File: src/rtl/spwm_modulator_pkg.sv
// Shared constants and types for the three-phase SPWM modulator.
// Table geometry, carrier range and dead-time FSM encodings.
package spwm_modulator_pkg;

    localparam int ADDR_W   = 12;
    localparam int DATA_W   = 7;
    localparam int PHASE_W  = 24;
    localparam int SIN_SIZE = 1 << ADDR_W;

    localparam logic [DATA_W-1:0] CAR_MAX = DATA_W'((1 << DATA_W) - 1);

    typedef enum logic [1:0] {
        DEAD = 2'd0,
        HI   = 2'd1,
        LO   = 2'd2
    } dt_state_t;

endpackage

File: src/rtl/spwm_modulator_if.sv
// Sine table bus and gate-driver outputs of the SPWM modulator.
// master = modulator side, slave = table / gate-driver side.
interface spwm_modulator_if;
    import spwm_modulator_pkg::*;

    logic [ADDR_W-1:0] address;
    logic [DATA_W-1:0] sine_A;
    logic [DATA_W-1:0] sine_B;
    logic [DATA_W-1:0] sine_C;
    logic              gate_AH;
    logic              gate_AL;
    logic              gate_BH;
    logic              gate_BL;
    logic              gate_CH;
    logic              gate_CL;
    logic              sync;

    modport master (
        output address,
        input  sine_A, sine_B, sine_C,
        output gate_AH, gate_AL,
        output gate_BH, gate_BL,
        output gate_CH, gate_CL,
        output sync
    );

    modport slave (
        input  address,
        output sine_A, sine_B, sine_C,
        input  gate_AH, gate_AL,
        input  gate_BH, gate_BL,
        input  gate_CH, gate_CL,
        input  sync
    );

endinterface

File: src/rtl/spwm_modulator_deadtime.sv
// One phase leg: raw compare -> complementary gates with dead time.
// Pulses shorter than DT_CYCLES never reach a gate.
module spwm_deadtime
    import spwm_modulator_pkg::*;
#(
    parameter int DT_CYCLES = 8
) (
    input  logic clk,
    input  logic rst_n,
    input  logic clr,
    input  logic raw,
    output logic gate_h,
    output logic gate_l
);

    localparam int CW = (DT_CYCLES > 1) ? $clog2(DT_CYCLES) : 1;
    localparam logic [CW-1:0] LAST = CW'(DT_CYCLES - 1);

    dt_state_t     state;
    logic [CW-1:0] cnt;
    logic          raw_q;

    // Leg FSM; gates are registered with the state so they never overlap.
    always_ff @(posedge clk or negedge rst_n) begin
        if (!rst_n) begin
            state  <= DEAD;
            cnt    <= '0;
            raw_q  <= 1'b0;
            gate_h <= 1'b0;
            gate_l <= 1'b0;
        end else begin
            raw_q <= raw;
            if (clr) begin
                state  <= DEAD;
                cnt    <= '0;
                gate_h <= 1'b0;
                gate_l <= 1'b0;
            end else begin
                unique case (state)
                    HI: begin
                        if (!raw) begin
                            state  <= DEAD;
                            cnt    <= '0;
                            gate_h <= 1'b0;
                        end
                    end
                    LO: begin
                        if (raw) begin
                            state  <= DEAD;
                            cnt    <= '0;
                            gate_l <= 1'b0;
                        end
                    end
                    DEAD: begin
                        if (raw != raw_q) begin
                            cnt <= '0;
                        end else if (cnt == LAST) begin
                            cnt    <= '0;
                            state  <= raw ? HI : LO;
                            gate_h <= raw;
                            gate_l <= !raw;
                        end else begin
                            cnt <= cnt + CW'(1);
                        end
                    end
                    default: begin
                        state  <= DEAD;
                        cnt    <= '0;
                        gate_h <= 1'b0;
                        gate_l <= 1'b0;
                    end
                endcase
            end
        end
    end

endmodule

File: src/rtl/spwm_modulator.sv
// Three-phase SPWM: phase accumulator, triangle carrier, regular
// sampling at the valley, compare and per-phase dead-time legs.
module spwm_modulator
    import spwm_modulator_pkg::*;
#(
    parameter int DT_CYCLES = 8
) (
    input  logic               clk,
    input  logic               rst_n,
    input  logic               enable,
    input  logic [PHASE_W-1:0] freq_word,
    spwm_modulator_if.master   bus
);

    localparam logic [DATA_W-1:0] CAR_TOP = CAR_MAX - DATA_W'(1);

    logic               run;
    logic               dir_up;
    logic [DATA_W-1:0]  carrier;
    logic [PHASE_W-1:0] acc;
    logic [DATA_W-1:0]  samp_a;
    logic [DATA_W-1:0]  samp_b;
    logic [DATA_W-1:0]  samp_c;
    logic               raw_a;
    logic               raw_b;
    logic               raw_c;
    logic               valley;

    assign valley      = run && (carrier == '0);
    assign bus.sync    = valley;
    assign bus.address = acc[PHASE_W-1 -: ADDR_W];

    // Carrier walk, then sample and advance phase once per valley.
    always_ff @(posedge clk or negedge rst_n) begin
        if (!rst_n) begin
            run     <= 1'b0;
            dir_up  <= 1'b1;
            carrier <= '0;
            acc     <= '0;
            samp_a  <= '0;
            samp_b  <= '0;
            samp_c  <= '0;
        end else if (!enable) begin
            run     <= 1'b0;
            dir_up  <= 1'b1;
            carrier <= '0;
            acc     <= '0;
        end else begin
            run <= 1'b1;
            if (run) begin
                if (dir_up) begin
                    carrier <= carrier + DATA_W'(1);
                    if (carrier == CAR_TOP) dir_up <= 1'b0;
                end else begin
                    carrier <= carrier - DATA_W'(1);
                    if (carrier == DATA_W'(1)) dir_up <= 1'b1;
                end
            end
            if (valley) begin
                samp_a <= bus.sine_A;
                samp_b <= bus.sine_B;
                samp_c <= bus.sine_C;
                acc    <= acc + freq_word;
            end
        end
    end

    // Registered sample-versus-carrier compare for each phase.
    always_ff @(posedge clk or negedge rst_n) begin
        if (!rst_n) begin
            raw_a <= 1'b0;
            raw_b <= 1'b0;
            raw_c <= 1'b0;
        end else begin
            raw_a <= (samp_a > carrier);
            raw_b <= (samp_b > carrier);
            raw_c <= (samp_c > carrier);
        end
    end

    logic ah, al, bh, bl, ch, cl;

    spwm_deadtime #(.DT_CYCLES(DT_CYCLES)) u_dt_a (
        .clk    (clk),
        .rst_n  (rst_n),
        .clr    (!enable),
        .raw    (raw_a),
        .gate_h (ah),
        .gate_l (al)
    );

    spwm_deadtime #(.DT_CYCLES(DT_CYCLES)) u_dt_b (
        .clk    (clk),
        .rst_n  (rst_n),
        .clr    (!enable),
        .raw    (raw_b),
        .gate_h (bh),
        .gate_l (bl)
    );

    spwm_deadtime #(.DT_CYCLES(DT_CYCLES)) u_dt_c (
        .clk    (clk),
        .rst_n  (rst_n),
        .clr    (!enable),
        .raw    (raw_c),
        .gate_h (ch),
        .gate_l (cl)
    );

    assign bus.gate_AH = ah;
    assign bus.gate_AL = al;
    assign bus.gate_BH = bh;
    assign bus.gate_BL = bl;
    assign bus.gate_CH = ch;
    assign bus.gate_CL = cl;

endmodule

File: src/flat_wrapper.sv
// flat-port wrapper written by rule: the top's interface ports become plain ports
module spwm_modulator_flat import spwm_modulator_pkg::*;
#(
    parameter int DT_CYCLES = 8
)
  (clk, rst_n, enable, freq_word, bus_address, bus_sine_A, bus_sine_B, bus_sine_C, bus_gate_AH, bus_gate_AL, bus_gate_BH, bus_gate_BL, bus_gate_CH, bus_gate_CL, bus_sync);
  spwm_modulator_if bus_i ();
  input  logic clk;
  input  logic rst_n;
  input  logic enable;
  input  logic [PHASE_W-1:0] freq_word;
  output wire logic [$bits(bus_i.address)-1:0] bus_address;
  input wire logic [$bits(bus_i.sine_A)-1:0] bus_sine_A;
  input wire logic [$bits(bus_i.sine_B)-1:0] bus_sine_B;
  input wire logic [$bits(bus_i.sine_C)-1:0] bus_sine_C;
  output wire logic [$bits(bus_i.gate_AH)-1:0] bus_gate_AH;
  output wire logic [$bits(bus_i.gate_AL)-1:0] bus_gate_AL;
  output wire logic [$bits(bus_i.gate_BH)-1:0] bus_gate_BH;
  output wire logic [$bits(bus_i.gate_BL)-1:0] bus_gate_BL;
  output wire logic [$bits(bus_i.gate_CH)-1:0] bus_gate_CH;
  output wire logic [$bits(bus_i.gate_CL)-1:0] bus_gate_CL;
  output wire logic [$bits(bus_i.sync)-1:0] bus_sync;
  assign bus_address = bus_i.address;
  assign bus_i.sine_A = bus_sine_A;
  assign bus_i.sine_B = bus_sine_B;
  assign bus_i.sine_C = bus_sine_C;
  assign bus_gate_AH = bus_i.gate_AH;
  assign bus_gate_AL = bus_i.gate_AL;
  assign bus_gate_BH = bus_i.gate_BH;
  assign bus_gate_BL = bus_i.gate_BL;
  assign bus_gate_CH = bus_i.gate_CH;
  assign bus_gate_CL = bus_i.gate_CL;
  assign bus_sync = bus_i.sync;
  spwm_modulator #(.DT_CYCLES(DT_CYCLES)) u_core (.clk(clk), .rst_n(rst_n), .enable(enable), .freq_word(freq_word), .bus(bus_i));
endmodule
File: config.mk
export PLATFORM = sky130hd
export DESIGN_NAME = spwm_modulator_flat
export DESIGN_NICKNAME = d
export VERILOG_FILES = /design/src/rtl/spwm_modulator_pkg.sv /design/src/rtl/spwm_modulator_if.sv /design/src/rtl/spwm_modulator_deadtime.sv /design/src/rtl/spwm_modulator.sv /design/src/flat_wrapper.sv
export SDC_FILE = /design/constraint.sdc
export NUM_CORES = 1
export LEC_CHECK = 0
export ABC_AREA = 1
export CORE_MARGIN = 3
export CORE_UTILIZATION = 52
export CTS_CLUSTER_DIAMETER = 120
export CTS_CLUSTER_SIZE = 12
export DETAILED_ROUTE_END_ITERATION = 6
export PLACE_DENSITY = 0.78
export SYNTH_ARGS = -nofsm -noshare
export SYNTH_HDL_FRONTEND = slang
export SYNTH_HIERARCHICAL = 1
export SYNTH_SLANG_ARGS = --single-unit
export TNS_END_PERCENT = 1
File: constraint.sdc
create_clock -name clk -period 1.7 [get_ports clk]
set_input_delay 0.425 -clock clk [delete_from_list [all_inputs] [get_ports clk]]
set_output_delay 0.425 -clock clk [all_outputs]
set_load 0.005 [all_outputs]
; ---- Yosys cells after proc, flatten, opt, wreduce, memory -nomap -nowiden
; Index checks and enable logic that the tools add are counted.
[totals]
reg_bits = 81
inputBits = 48
output_inout_bits = 19
wordCells = 169
[classes]
add_sub_neg = 6
order_cmp = 3
n_eq_ne = 34
n_mux = 80
reduce_logical = 21
[op_table]
columns = cell, n
row1 = two-way mux 24 bit, 2
row2 = two-way mux 3 bit, 15
row3 = two-way mux 2 bit, 18
row4 = AND reduction 4 bit, 9
row5 = two-way mux 1 bit, 30
row6 = "inequality test 3 bit, second input constant", 9
row7 = one-hot mux 3 bit (3 select lines), 3
row8 = adder 24 bit, 1
row9 = > comparator 7 bit, 3
row10 = two-way mux 7 bit, 3
row11 = one-hot mux 1 bit (3 select lines), 6
row12 = one-hot mux 2 bit (3 select lines), 3
row13 = "inequality test 2 bit, second input constant", 6
row14 = "adder 3 x 1 -> 3 bit, second input constant", 3
row15 = "equality test 3 bit, second input constant", 3
row16 = "inequality test 3 x 2 -> 1 bit, second input constant", 3
row17 = AND reduction 2 bit, 4
row18 = "adder 7 x 1 -> 7 bit, second input constant", 1
row19 = "equality test 7 x 1 -> 1 bit, second input constant", 1
row20 = "equality test 7 bit, second input constant", 1
row21 = zero test 7 bit, 1
row22 = "subtractor 7 x 1 -> 7 bit, second input constant", 1
row23 = "equality test 2 x 1 -> 1 bit, second input constant", 3
row24 = "equality test 2 bit, second input constant", 3
row25 = 5 further kinds, 12

; ---- Depth between registers and ports, before layout
; Gate-level depths: netlist of run 1.
[logic_depth]
word_depth = 5
depth_mapped = 12
mapped_depth_nobuf = 12

; ---- By module
; Netlist of run 1, hierarchy kept.
[modules_own_cells]
columns = module, instances, cells_per_inst, area_each_um2, seq_area_each_um2
row1 = spwm_modulator, 1, 634, 4606.9, 1427.6
row2 = spwm_deadtime (u_core.u_dt_b ...), 2, 58, 470.5, 200.2
row3 = spwm_deadtime (u_core.u_dt_a), 1, 58, 434.2, 200.2

; ---- Least setup slack after synthesis of run 1
; No wires, ideal clock.
[synth_path]
path_kind = input to register
start = input freq_word[0]
end = register u_core.acc[12]
setup_ns = 0.117
arrival_ns = 1.697
required_ns = 1.583
setup_slack_ns = -0.115
stages = 10
path_buffers = 0
path_cell_list = ha_1 -> fa_1 -> nand2_1 -> o21ai_0 -> nand2_1 -> nand2_1 -> nand2_1 -> nand3b_1 -> nand3_1 -> nand2_1
[synth_via]
elab_chain_cells = 3
[synth_lines]
columns = element, line_no
row1 = from (decl), flat_wrapper.sv:11  ; input logic [PHASE_W-1:0] freq_word;
row2 = adder 24 bit, spwm_modulator.sv:63  ; acc <= acc + freq_word;
row3 = two-way mux 24 bit, spwm_modulator.sv:59  ; if (valley) begin
row4 = two-way mux 24 bit, spwm_modulator.sv:43  ; end else if (!enable) begin
row5 = to (signal assigned), spwm_modulator.sv:63
row6 = to (decl), spwm_modulator.sv:20  ; logic [PHASE_W-1:0] acc;
; No other way between the ends. The select of a mux whose other input is x is not followed.
; A chain may end at the register's enable or synchronous reset.

; ---- Worst setup path after layout of run 1
[layout_path]
start = input freq_word[14]
end = register u_core.acc[16]
; Same word-level chain as after synthesis.

==> results by group, run 1 <==
CTS
  – # H-tree levels: 3
  – Clk Latency, worst-skew pair: 0.35 ns
  – CTS tree: built
  – Root buf cell: clkbuf_16
  – CTS Buffer Depth: 2
  – Clock sink count: 81
  – Worst-path clk slew: 0.06 ns
  – Total CTS buffers: 9

GRT
  – First-pass GRT wire length: 25100 microns
  – Initial antenna violation count: 0
  – Total Routing Usage GR: 24.0%
  – Vias in the first global route: 5428
  – Largest net degree at the start of global routing: 32
  – Grt ovf: 0

Detailed routing
  – DRT iter0 DRCs: 332
  – # DRC: 0
  – Post-route ant nets: 0
  – Via count: 5739
  – Drt via density: 5.27
  – Per-cell routed wire length: 14.3 microns
  – Final WL: 15600 microns
  – DR pass1 iterations: 5

Synth
  – Syn Area/Cell: 7.40 sq um
  – Largest family of logic cells by synthesized area: simple AND/OR/NAND/NOR gates
  – Post-Synth Adder-Cell Area: 11.8%
  – Async S/R FF share, synth: 100%
  – Post-Synth Simple-Gate Area: 31.8%
  – Post-Syn Area: 5980 sq um
  – Register area share after synthesis: 33.9%
  – Commonest register cell after synthesis: dfrtp_1
  – Synth area leaders: dfrtp_1 33%, nand2_1 17%, ha_1 12%, inv_1 7.0%, mux2_4 4.5%
  – Post-Syn Instances: 808
  – Synth warn: 6
  – Yosys top cell area share: 33.5%
  – Synthesized flop and latch total: 81
  – Syn Nets: 912
  – Xor-xnor portion of the synthesized cell area: 0.732%
  – Biggest area consumer among synthesized cells: dfrtp_1
  – Multiplexer share of the synthesized area: 5.08%
  – Synth Area in Compound Gates: 6.23%
  – Unique masters post-synth: 42
  – Post-synth EDFFs: 0

Place
  – I/O Buffers: 66
  – Dpl hpwl: 10700 microns
  – GPL Wtd Cong: 0.943
  – Placed cell count: 1063

Critical path
  – CP Capture Point: u_core/acc[16]
  – Worst reg2reg startpoint: u_core/acc[3]
  – Most frequent CP cell: nand2_1
  – Setup CP Type: input port to flop
  – CP Launch Type: input port
  – Worst R2R End: u_core/acc[18]
  – Crit. End Element: flop
  – Worst path cell trace: clkdlybuf4s50_1, ha_4, nand2_1, inv_1, nand2_1, buf_4, nor3_2, nand2_2, nand2_1, nand2_1, nand3_2, nand2_1
  – Critical path's slowest cell: clkdlybuf4s50_1
  – Worst Path Required: 1.93 ns
  – CP peak stage delay: 0.45 ns
  – Worst r2r path cells: 13
  – Critical Path Source: freq_word[14]
  – CP Max Fanout: 4
  – CP arrival: 2.04 ns
  – R2R setup slack: -0.09 ns

Timing
  – Peak Freq: 554 MHz
  – Hold Vio Cnt, Final: 0
  – Clock Skew: 0.00848 ns
  – Headroom to the max-slew limit: 75.3%
  – Final setup fails: 35
  – Least-Margin Pin Slew: 0.370 ns
  – Max-slew violation count: 0
  – RSZ-0062 raised after global routing: true
  – Final Critical Period: 1.80 ns
  – Setup ws final: -0.105 ns
  – Tcrit/Tclk final: 106%
  – Setup TNS: -1.54 ns

Layout
  – Multi-input logic area: 3860 sq um
  – Finished Layout Cells: 1090
  – Area delta synth->final: 36.5%
  – Filler Cell Count: 821
  – # diodes: 0
  – Fin nets: 1050
  – Most frequent cells in the layout: 241 x nand2_1, 106 x inv_1, 79 x dfrtp_1
  – Layout cells sized above 1: 27.8%
  – Most common cell after layout, fill and taps aside: nand2_1
  – FF/Latch Area: 2030 sq um

Floorplan
  – Die X: 113 microns
  – Die area: 12800 sq um
  – Top Ports: 67
  – Die height: 113 microns
  – Core Box Area: 11000 sq um
  – FP Rows: 38
  – Initial Utilization: 54.2%

Power and ir drop
  – Power Total: 7.90 mW
  – Pleak: 4.31 nW
  – Power per Cell Area: 967 nW/um^2
  – Maximum vdd drop: 0.000648 V

Run status
  – Status: finished, violations left
  – Failing checks: negative setup slack

Worst hold path
  – Hold Path Class: flop to flop

Run
  – Max-Cap Viols: 0
## per-layer routing
layer  part of all wire [%]  up-vias  GRT usage, %
li1                       -     2837             -
met1                     46     2698          33.5
met2                     47      181          39.1
met3                    5.7       23          4.17
met4                    1.2        0          5.61
met5                      0        -             0
## state kept, by name, summed over array words and instances (netlist names), 2 cells and up
name                 cells
u_core/u_dt_c/state      2
u_core/u_dt_b/state      2
u_core/u_dt_a/cnt        3
u_core/carrier           7
u_core/samp_a            7
u_core/acc              24
u_core/u_dt_c/cnt        3
u_core/u_dt_a/state      2
u_core/u_dt_b/cnt        3
u_core/samp_c            7
u_core/samp_b            7
## how the worst min path moves through the flow
stage                               startpoint                    to  slack, ns  cells after the start
after detailed placement                 rst_n         u_core/acc[3]       0.36                      1
after CTS                 u_core/u_dt_a/gate_h  u_core/u_dt_a/gate_h       0.47                      2
final                     u_core/u_dt_a/gate_h  u_core/u_dt_a/gate_h       0.47                      2
after global placement                   rst_n         u_core/acc[3]       0.36                      1
after floorplan                          rst_n         u_core/acc[0]       0.13                      0
after global routing      u_core/u_dt_a/gate_h  u_core/u_dt_a/gate_h       0.49                      2
## cell usage after synthesis (2+ instances only)
library cell / n
a21oi_1: 27
buf_2: 4
nand3_2: 6
o21ai_2: 2
nor2_1: 58
nand3_1: 44
buf_4: 13
nand2_1: 265
buf_6: 2
nand2_4: 2
nand2_2: 9
inv_2: 14
o21ai_0: 20
mux2_2: 3
xnor2_1: 2
o21ai_1: 11
o22a_1: 2
nor3_1: 7
inv_1: 111
nand3_4: 2
nor2_2: 12
xor2_1: 3
nand3b_1: 10
mux2_4: 18
dfrtp_1: 80
nand4_1: 8
a22o_1: 2
ha_1: 55
or2_2: 3
## where the power goes
part	internal [mW]	total, mW	switching (mW)
Clock	1.06	1.86	0.799
Sequential	2.37	2.71	0.342
Combinational	1.59	3.33	1.74
## metrics by stage
| stage | hold slack (ns) | instance area [sq um] | worst slack (ns) | utilization [%] |
|---|---|---|---|---|
| after floorplan | 0.129 | 5990 | -0.00372 | - |
| after global placement | 0.361 | 7260 | -0.584 | 65.8 |
| after detailed placement | 0.362 | 7260 | -0.659 | 65.8 |
| after CTS | 0.474 | 7810 | -0.115 | 70.8 |
| after global routing | 0.494 | 8170 | -0.199 | 74.0 |
| final | 0.470 | 8170 | -0.105 | 74.0 |
## area by class of cell
type / count / share of cell area, %
multi-input combinational: 580 / 47.3
clock inverter: 4 / 0.352
sequential: 81 / 24.9
inverter: 126 / 5.84
timing repair buffer: 148 / 16.4
clock buffer: 11 / 3.09
tap: 140 / 2.14
## kinds of logic (layout without fill, tap and decap cells)
family,count (synthesis),count (layout)
AND/OR/NAND/NOR,430,430
buffers and inverters,147,289
flip-flops,81,81
AO/OA/AOI/OAI,68,68
adder cells (fa/ha/maj),56,56
multiplexers,21,21
XOR/XNOR,5,5
## timing repair
item / in CTS / in global routing
gates resized for setup: 61 / 77
hold buffers: 1 / 0
endpoints found under the hold margin: 20 / 0
setup buffers: 7 / 4
pin swaps: 23 / 27
endpoints found under the setup margin: 52 / 51
## critical path: cells and delay by family
family	cells	cell delay, ns
buffers and inverters	3	0.67
and+or+nand+nor	8	0.63
adders and majority gates	1	0.31
Power figures use the tool's default switching activity.
==> inputs of run 2 (changes only) <==
--- a/config.mk
+++ b/config.mk
@@ -6,6 +6,7 @@
 export NUM_CORES = 1
 export LEC_CHECK = 0
 export ABC_AREA = 1
+export CORE_ASPECT_RATIO = 1.2
 export CORE_MARGIN = 3
 export CORE_UTILIZATION = 52
 export CTS_CLUSTER_DIAMETER = 120
==> run 2 against run 1 <==
Against the previous run: the flow still finishes with violations (negative setup slack); maximum frequency shrank 0.63%; cell area up 1.5%; setup slack got worse by 0.011 ns; largest cell class unchanged; critical path depth decreased by 1.
==> results by group, run 2 (synthesis results as in run 1) <==
Detailed routing
  – Post-route ant nets: 0
  – Via count: 5804
  – DR pass1 iterations: 5
  – # DRC: 0
  – Per-cell routed wire length: 14.7 microns
  – Final WL: 16300 microns
  – DRT iter0 DRCs: 400
  – Drt via density: 5.23

CTS
  – Worst-path clk slew: 0.06 ns
  – Total CTS buffers: 9
  – Clock sink count: 81
  – CTS tree: built
  – Root buf cell: clkbuf_16
  – # H-tree levels: 3
  – Clk Latency, worst-skew pair: 0.33 ns
  – CTS Buffer Depth: 2

Critical path
  – CP Max Fanout: 4
  – Setup CP Type: input port to flop
  – CP arrival: 2.05 ns
  – Crit. End Element: flop
  – R2R setup slack: -0.04 ns
  – CP Launch Type: input port
  – Worst Path Required: 1.93 ns

Timing
  – Setup ws final: -0.116 ns
  – RSZ-0062 raised after global routing: true
  – Peak Freq: 551 MHz
  – Least-Margin Pin Slew: 0.326 ns
  – Max-slew violation count: 0
  – Worst hold margin: 0.462 ns
  – Final Critical Period: 1.82 ns
  – Clock Skew: 0.00708 ns
  – Hold Vio Cnt, Final: 0
  – Headroom to the max-slew limit: 78.1%
  – Final setup fails: 25
  – Tcrit/Tclk final: 107%

GRT
  – First-pass GRT wire length: 23900 microns
  – Initial antenna violation count: 0
  – Total Routing Usage GR: 23.0%
  – Vias in the first global route: 5360
  – Grt ovf: 0
  – Largest net degree at the start of global routing: 39

Run status
  – Status: finished, violations left
  – Failing checks: negative setup slack

Power and ir drop
  – Reg power frac: 34.7%
  – Switching Share: 36.7%
  – Pleak: 4.39 nW
  – Clk pwr share: 22.3%
  – Switching pwr: 2.88 mW
  – Maximum vdd drop: 0.000569 V
  – Internal power: 4.97 mW
  – Logic pwr share: 43.0%
  – Power per Cell Area: 948 nW/um^2

Place
  – GPL Wtd Cong: 0.976
  – Dpl hpwl: 11000 microns
  – Area after DPL: 7270 sq um
  – Worst slack at placement: -0.654 ns
  – I/O Buffers: 66

Layout
  – Filler Cell Count: 753
  – Design Area, Final: 8290 sq um
  – Fin nets: 1055
  – Most common cell after layout, fill and taps aside: nand2_1
  – Number of flip-flops in the largest register: 24
  – Most frequent cells in the layout: 232 x nand2_1, 105 x inv_1, 79 x dfrtp_1
  – Layout cells sized above 1: 29.3%
  – Util after Layout: 74.4%
  – # diodes: 0
  – Reg with most FFs: u_core/acc
  – Area delta synth->final: 38.6%

Floorplan
  – Initial Utilization: 53.7%
  – Top Ports: 67
  – FP Rows: 42
  – Die X: 104 microns
  – Core Box Area: 11100 sq um
  – Die height: 123 microns
  – Die area: 12800 sq um

Run
  – Max-Cap Viols: 0

Worst hold path
  – Hold Path Class: flop to flop
-- run 2: timing repair --
action,CTS,global route
gates resized for setup,43,112
buffers inserted,3,11
setup endpoints to repair,53,50
cloned,0,3
pin swaps,12,42
hold buffers,1,0
endpoints found under the hold margin,9,0
-- run 2: through the flow --
| step | setup TNS (ns) | power [mW] | instances |
|---|---|---|---|
| global route | -3.39 | 8.40 | 1109 |
| finish | -0.902 | 7.86 | 1109 |
| floorplan | -0.0372 | 4.61 | 808 |
| detailed placement | -17.37 | 5.66 | 1077 |
| global placement | -15.89 | 5.57 | 1077 |
| CTS | -4.16 | 7.53 | 1096 |
-- run 2: final timing paths --
| kind | startpoint | end | depth (start not counted) |
|---|---|---|---|
| worst max-delay path | freq_word[14] | u_core/acc[20] | 11 |
| worst min-delay path | u_core/raw_c | u_core/u_dt_c/raw_q | 0 |
| worst max register to register | u_core/acc[0] | u_core/acc[20] | 10 |
| worst min register to register | u_core/raw_c | u_core/u_dt_c/raw_q | 0 |
| max in group asynchronous | rst_n | u_core/dir_up | 3 |
| min in group asynchronous | rst_n | u_core/u_dt_b/cnt[1] | 2 |
-- run 2: routing by layer --
| layer | track usage, % | part of all wire [%] | up-vias |
|---|---|---|---|
| li1 | - | - | 2832 |
| met1 | 27.1 | 40 | 2710 |
| met2 | 42.7 | 52 | 207 |
| met3 | 4.02 | 5.3 | 55 |
| met4 | 7.81 | 3.0 | 0 |
| met5 | 0 | 0 | - |
-- run 2: cell type report --
cell class              instances  area, sq um  share of cell area [%]
multi-input cells             580         3910                    47.2
repair buffers                153         1420                    17.1
clock buffers                  11          233                    2.81
well taps                     154          193                    2.32
flip-flops and latches         81         2030                    24.5
clock inverters                 4         28.8                   0.347
inverters                     126          477                    5.75
-- run 2: worst max-delay path: stages --
cell,delay [ns]
clkdlybuf4s50_1,0.45
ha_4,0.32
nand2_2,0.07
inv_1,0.09
nand2_2,0.09
nor2_2,0.17
nand3b_1,0.14
nand3_1,0.11
nand2_1,0.07
nand3_2,0.07
nand2_1,0.04
-- run 2: power groups by stage --
stage                     clock, mW  combinational, mW  sequential [mW]
after global placement            0               2.86             2.70
after detailed placement          0               2.94             2.73
after CTS                      1.80               3.03             2.71
final                          1.75               3.38             2.73
after floorplan                   0               1.97             2.64
after global routing           1.87               3.75             2.78
